[src/rtl/dot_accum_pack_pkg.sv]
// Shared word format, saturation limits and FSM encoding for dot_accum_pack.
package dot_pkg;

   localparam int DATA_W    = 16;
   localparam int FRAC_BITS = 11;

   localparam logic [DATA_W-1:0] SAT_MAX = 16'h7FFF;
   localparam logic [DATA_W-1:0] SAT_MIN = 16'h8000;

   typedef enum logic [1:0] {
      S_WAIT  = 2'd0,
      S_CLR   = 2'd1,
      S_WRITE = 2'd2,
      S_FULL  = 2'd3
   } state_t;

endpackage

[src/rtl/dot_accum_pack_if.sv]
// Packed result vector with valid/ready handshake toward the consumer.
interface dot_accum_pack_if
   import dot_pkg::*;
#(
   parameter int NUM_OUT = 64
);
   logic [DATA_W*NUM_OUT-1:0] out_vec;
   logic                      out_valid;
   logic                      out_ready;

   modport master (output out_vec, output out_valid, input out_ready);
   modport slave  (input out_vec, input out_valid, output out_ready);
endinterface

[src/rtl/dot_accum_pack_sat.sv]
// ACC_W-to-Q4.11 saturator; DOT_ACCUM_RELU_EN additionally clamps negatives to zero.
module sat_q4_11
   import dot_pkg::*;
#(
   parameter int ACC_W = 20
) (
   input  logic signed [ACC_W-1:0]  acc,
   output logic        [DATA_W-1:0] res
);
   localparam logic signed [ACC_W-1:0] HI = ACC_W'(2 ** (DATA_W - 1) - 1);
   localparam logic signed [ACC_W-1:0] LO = ~HI;

   logic [DATA_W-1:0] sat;

   always_comb begin
      sat = acc[DATA_W-1:0];
      if (acc > HI)      sat = SAT_MAX;
      else if (acc < LO) sat = SAT_MIN;
   end

`ifdef DOT_ACCUM_RELU_EN
   assign res = sat[DATA_W-1] ? '0 : sat;
`else
   assign res = sat;
`endif

endmodule

[src/rtl/dot_accum_pack.sv]
// Sums NUM_CHUNKS partial dot products plus bias per element, saturates, and packs
// NUM_OUT results into one handshaked vector. Optional macro: DOT_ACCUM_RELU_EN.
module dot_accum_pack
   import dot_pkg::*;
#(
   parameter int NUM_CHUNKS = 4,
   parameter int NUM_OUT    = 64,
   parameter int ACC_W      = 20,
   localparam int IDX_W     = $clog2(NUM_OUT),
   localparam int CNT_W     = (NUM_CHUNKS > 1) ? $clog2(NUM_CHUNKS) : 1
) (
   input  logic                     clk,
   input  logic                     rst,
   input  logic signed [DATA_W-1:0] in_data,
   input  logic                     in_finish,
   input  logic signed [DATA_W-1:0] bias_in,
   output logic        [IDX_W-1:0]  elem_idx,
   output logic                     dot_clr,
   dot_accum_pack_if.master         bus
);
   state_t state, state_nxt;

   logic signed [ACC_W-1:0]          acc;
   logic        [CNT_W-1:0]          chunk_cnt;
   logic        [IDX_W-1:0]          elem_cnt;
   logic [NUM_OUT-1:0][DATA_W-1:0]   vec_q;
   logic                             valid_q;
   logic [DATA_W-1:0]                sat_res;

   logic accept, write, last_elem;
   logic signed [ACC_W-1:0] bias_ext, data_ext;

   assign accept    = (state == S_WAIT) && in_finish;
   assign write     = (state == S_WRITE);
   assign last_elem = (elem_cnt == IDX_W'(NUM_OUT - 1));
   assign bias_ext  = {{(ACC_W-DATA_W){bias_in[DATA_W-1]}}, bias_in};
   assign data_ext  = {{(ACC_W-DATA_W){in_data[DATA_W-1]}}, in_data};

   always_comb begin
      state_nxt = state;
      case (state)
         S_WAIT:  if (in_finish) state_nxt = S_CLR;
         // chunk_cnt has already wrapped when the final chunk was taken
         S_CLR:   state_nxt = (chunk_cnt == '0) ? S_WRITE : S_WAIT;
         S_WRITE: state_nxt = last_elem ? S_FULL : S_WAIT;
         S_FULL:  if (bus.out_ready) state_nxt = S_WAIT;
         default: state_nxt = S_WAIT;
      endcase
   end

   always_ff @(posedge clk or negedge rst) begin
      if (!rst) begin
         state   <= S_WAIT;
         dot_clr <= 1'b0;
         valid_q <= 1'b0;
      end else begin
         state   <= state_nxt;
         dot_clr <= (state_nxt == S_CLR);
         valid_q <= (state_nxt == S_FULL);
      end
   end

   always_ff @(posedge clk or negedge rst) begin
      if (!rst) begin
         acc       <= '0;
         chunk_cnt <= '0;
      end else if (accept) begin
         acc       <= ((chunk_cnt == '0) ? bias_ext : acc) + data_ext;
         chunk_cnt <= (chunk_cnt == CNT_W'(NUM_CHUNKS - 1)) ? '0 : chunk_cnt + CNT_W'(1);
      end
   end

   // element 0 lives in the top slot, so slot index counts down from NUM_OUT-1
   always_ff @(posedge clk or negedge rst) begin
      if (!rst) begin
         elem_cnt <= '0;
         vec_q    <= '0;
      end else if (write) begin
         vec_q[IDX_W'(NUM_OUT - 1) - elem_cnt] <= sat_res;
         elem_cnt <= last_elem ? '0 : elem_cnt + IDX_W'(1);
      end
   end

   sat_q4_11 #(.ACC_W(ACC_W)) u_sat (
      .acc (acc),
      .res (sat_res)
   );

   assign elem_idx      = elem_cnt;
   assign bus.out_vec   = vec_q;
   assign bus.out_valid = valid_q;

endmodule

[src/flat_wrapper.sv]
// flat-port wrapper written by rule: the top's interface ports become plain ports
module dot_accum_pack_flat import dot_pkg::*;
#(
   parameter int NUM_CHUNKS = 4,
   parameter int NUM_OUT    = 64,
   parameter int ACC_W      = 20,
   localparam int IDX_W     = $clog2(NUM_OUT),
   localparam int CNT_W     = (NUM_CHUNKS > 1) ? $clog2(NUM_CHUNKS) : 1
)
  (clk, rst, in_data, in_finish, bias_in, elem_idx, dot_clr, bus_out_vec, bus_out_valid, bus_out_ready);
  dot_accum_pack_if #(.NUM_OUT(NUM_OUT)) bus_i ();
  input  logic clk;
  input  logic rst;
  input  logic signed [DATA_W-1:0] in_data;
  input  logic in_finish;
  input  logic signed [DATA_W-1:0] bias_in;
  output logic        [IDX_W-1:0] elem_idx;
  output logic dot_clr;
  output wire logic [$bits(bus_i.out_vec)-1:0] bus_out_vec;
  output wire logic [$bits(bus_i.out_valid)-1:0] bus_out_valid;
  input wire logic [$bits(bus_i.out_ready)-1:0] bus_out_ready;
  assign bus_out_vec = bus_i.out_vec;
  assign bus_out_valid = bus_i.out_valid;
  assign bus_i.out_ready = bus_out_ready;
  dot_accum_pack #(.NUM_CHUNKS(NUM_CHUNKS), .NUM_OUT(NUM_OUT), .ACC_W(ACC_W)) u_core (.clk(clk), .rst(rst), .in_data(in_data), .in_finish(in_finish), .bias_in(bias_in), .elem_idx(elem_idx), .dot_clr(dot_clr), .bus(bus_i));
endmodule
[config.mk]
export PLATFORM = sky130hd
export DESIGN_NAME = dot_accum_pack_flat
export DESIGN_NICKNAME = d
export VERILOG_FILES = /design/src/rtl/dot_accum_pack_pkg.sv /design/src/rtl/dot_accum_pack_if.sv /design/src/rtl/dot_accum_pack_sat.sv /design/src/rtl/dot_accum_pack.sv /design/src/flat_wrapper.sv
export SDC_FILE = /design/constraint.sdc
export NUM_CORES = 2
export LEC_CHECK = 0
export ABC_AREA = 1
export CORE_AREA = 2 2 411 413
export DETAILED_ROUTE_END_ITERATION = 8
export DIE_AREA = 0 0 413 415
export GPL_ROUTABILITY_DRIVEN = 0
export PLACE_DENSITY = 0.44
export SYNTH_ARGS = -nofsm -noshare
export SYNTH_HDL_FRONTEND = slang
export SYNTH_SLANG_ARGS = --single-unit
[constraint.sdc]
create_clock -name clk -period 3.4 [get_ports clk]
set_input_delay 1.02 -clock clk [delete_from_list [all_inputs] [get_ports clk]]
set_output_delay 1.02 -clock clk [all_outputs]
set_load 0.005 [all_outputs]
==> flow_summary.json <==
{
  "die-area_sq_um": 171000,
  "yosysUniqueCellTypes": 31,
  "clk_root_buffer_cell": "clkbuf_16",
  "synth_area_leaders": "dfrtp_1 67%, o21ai_0 12%, nand2_1 12%, clkbuf_1 2.5%, o21ai_1 1.1%",
  "register_area_sq_um": 26400,
  "netlist_instances": 3911,
  "p_leak_uw": 0.0249,
  "io_buffers": 1067,
  "holdBufCountCts": 0,
  "grt_pass1_wl_microns": 253000,
  "drive_gt1_share_pct": 7.20,
  "via_per_inst": 4.40,
  "yosysWarnings": 0,
  "crit_slowest_cell": "clkdlybuf4s50_1",
  "min_path_type": "in -> async",
  "synth.yosys.seq_area_share_pct": 67.5,
  "cp_data_required_time_ps": 2380,
  "vias": 31808,
  "rsz0062_at_grt": "false",
  "core_area_sq_um": 167000,
  "drc": 0,
  "start_util_pct": 23.5,
  "antenna_found_initial": 6,
  "drt-initial-drc-count": 2677,
  "outcome": "finished clean",
  "die_h_microns": 415,
  "htreeDepth": 3,
  "rows": 150,
  "worst_clock_skew_ps": 48.0,
  "drv_slew": 0,
  "min_period_over_period_pct": 88.4,
  "dp_hpwl_microns": 124000,
  "hold_viol_final": 0,
  "max-slew-margin-rel_pct": 28.7,
  "nNetsFinal": 4994,
  "wirelength_microns": 180000,
  "crit_chain": "clkdlybuf4s50_1",
  "clk_latency_ps": 750,
  "cts_buffers": 119,
  "drv_cap": 0,
  "synthFlopType": "dfrtp_1",
  "fin_setup_tns_ps": 0,
  "die_x_microns": 413,
  "synth_common_cells": "1249 x nand2_1, 1056 x dfrtp_1, 971 x o21ai_0",
  "overflow": 0,
  "ys_ff_latch": 1056,
  "syn_nets": 3971,
  "crit_type": "reg -> out",
  "clockBufferDepth": 3,
  "crit_path_start": "u_core.elem_idx[3]",
  "r2r_start": "u_core.chunk_cnt[0]",
  "ant_nets": 0,
  "cts_tree": "built",
  "vdd_drop_max_mv": 0.925,
  "io_pins": 1068,
  "fillers": 17166,
  "multi_input_area_sq_um": 11300,
  "power_per_cell_area_nw_per_um2": 683,
  "grt_usage_pct": 20.6,
  "syn2layout_area_growth_pct": 44.8,
  "cp_top_family": "buffers and inverters",
  "worst_slew_pin_slew_ps": 1070,
  "synth_area_leader_cell": "dfrtp_1",
  "synth_top_area_share_pct": 67.5,
  "cts_resized": 0,
  "setup_viol": 0,
  "start_kind": "flop",
  "clk_pin_slew_ps": 60,
  "crit_fanout": 9,
  "whs_ps": 221,
  "synth_area_sq_um": 39200,
  "max_freq_mhz": 333,
  "cp.arrival_ps": 1990,
  "syn_avg_cell_area_sq_um": 10.0,
  "grt_max_degree": 81,
  "cp.buffers_inverters": 1,
  "wl_per_cell_microns": 24.9,
  "post_cts_buffers": 0,
  "synth_edf_count": 0,
  "worstSetupEndpointType": "output pin",
  "first_pass_iters": 5,
  "grt_pass1_vias": 31448,
  "fin_crit_ps": 3010,
  "max_stage_delay_ps": 690,
  "clkSinkCount": 1056,
  "async_flop_share_pct": 100,
  "yosysMostFrequentCell": "nand2_1"
}
[worst register-to-register path, delay by kind of cell, from the launching register on]
family / cells / cell delay, ps
compound gates: 1 / 90
simple gates: 8 / 1000
buf+inv: 2 / 370
flops: 1 / 400
fa+ha+maj: 2 / 880
[cells in the final DEF (no fill, tap or decap), types with 36 or more instances in the layout]
cell type	synthesis	routed
dfrtp_1	1056	1056
nand3_1	37	36
nand2_1	1249	1235
clkdlybuf4s50_1	0	1066
nor2_1	42	42
o21ai_0	971	971
inv_1	71	70
buf_4	1	116
o21ai_1	88	87
clkbuf_16	0	120
[through the flow]
step                      area [sq um]  power, uW  utilization [%]  worst slack (ps)  cells
after floorplan                  39200      18300                -               680   3911
after global placement           52800      26100             31.7              97.4   7017
after detailed placement         52800      26100             31.7               161   7017
after CTS                        56700      39400             34.0               274   7231
after global routing             56700      40500             34.0               160   7232
final                            56700      38700             34.0               394   7235
[final cells by class]
cell class                 instances  share of cell area, %
sequential                      1056                   46.6
timing repair buffer            1202                   21.1
multi-input combinational       2479                   20.0
clock buffer                     170                   5.94
tap                             2204                   4.86
clock inverter                    44                  0.991
inverter                          76                  0.519
antenna                            4                 0.0177
[routing by layer]
metal	wire, microns	vias to the layer above	global-route usage, %
met1	71600	15793	24.3
met2	90200	962	35.7
li1	-	14806	-
met5	0	-	0
met3	11800	247	5.35
met4	6630	0	7.16
[flip-flops by register name (all words and copies together), names as in the netlist]
register / cells
u_core.bus.out_vec: 1024
u_core.bus.out_valid: 1
u_core.elem_idx: 6
u_core.state: 2
u_core.chunk_cnt: 2
u_core.dot_clr: 1
u_core.acc: 20
[worst paths after layout]
| check | slack [ps] | endpoint | cells after the start |
|---|---|---|---|
| hold reg to reg | 480 | u_core.bus.out_vec[588] | 2 |
| hold / removal | 220 | u_core.bus.out_vec[103] | 1 |
| min in group clk | 480 | u_core.bus.out_vec[588] | 2 |
| setup reg to reg | 500 | u_core.acc[15] | 13 |
| max in group asynchronous | 2120 | u_core.bus.out_vec[864] | 3 |
| setup / recovery | 390 | elem_idx[3] | 1 |
[where the power goes]
group | switching, uW | internal, uW | total, uW | leakage [uW]
Sequential | 498 | 13400 | 13900 | 0.0147
Clock | 5510 | 7630 | 13100 | 0.00192
Combinational | 9030 | 2720 | 11800 | 0.00830
[cell families (layout without fill, tap and decap cells)]
| kind of cell | Yosys count | in the layout | synth area share, % |
|---|---|---|---|
| AOI/OAI and AO/OA | 1082 | 1082 | 13.8 |
| xor gates and xnor gates | 9 | 9 | 0.201 |
| adders and majority gates | 24 | 24 | 0.786 |
| buffers and inverters | 376 | 1492 | 3.89 |
| DFF | 1056 | 1056 | 67.5 |
| other | 0 | 4 | 0 |
| and+or+nand+nor | 1364 | 1364 | 13.8 |
Note: power is estimated with default switching activity, not from simulation.
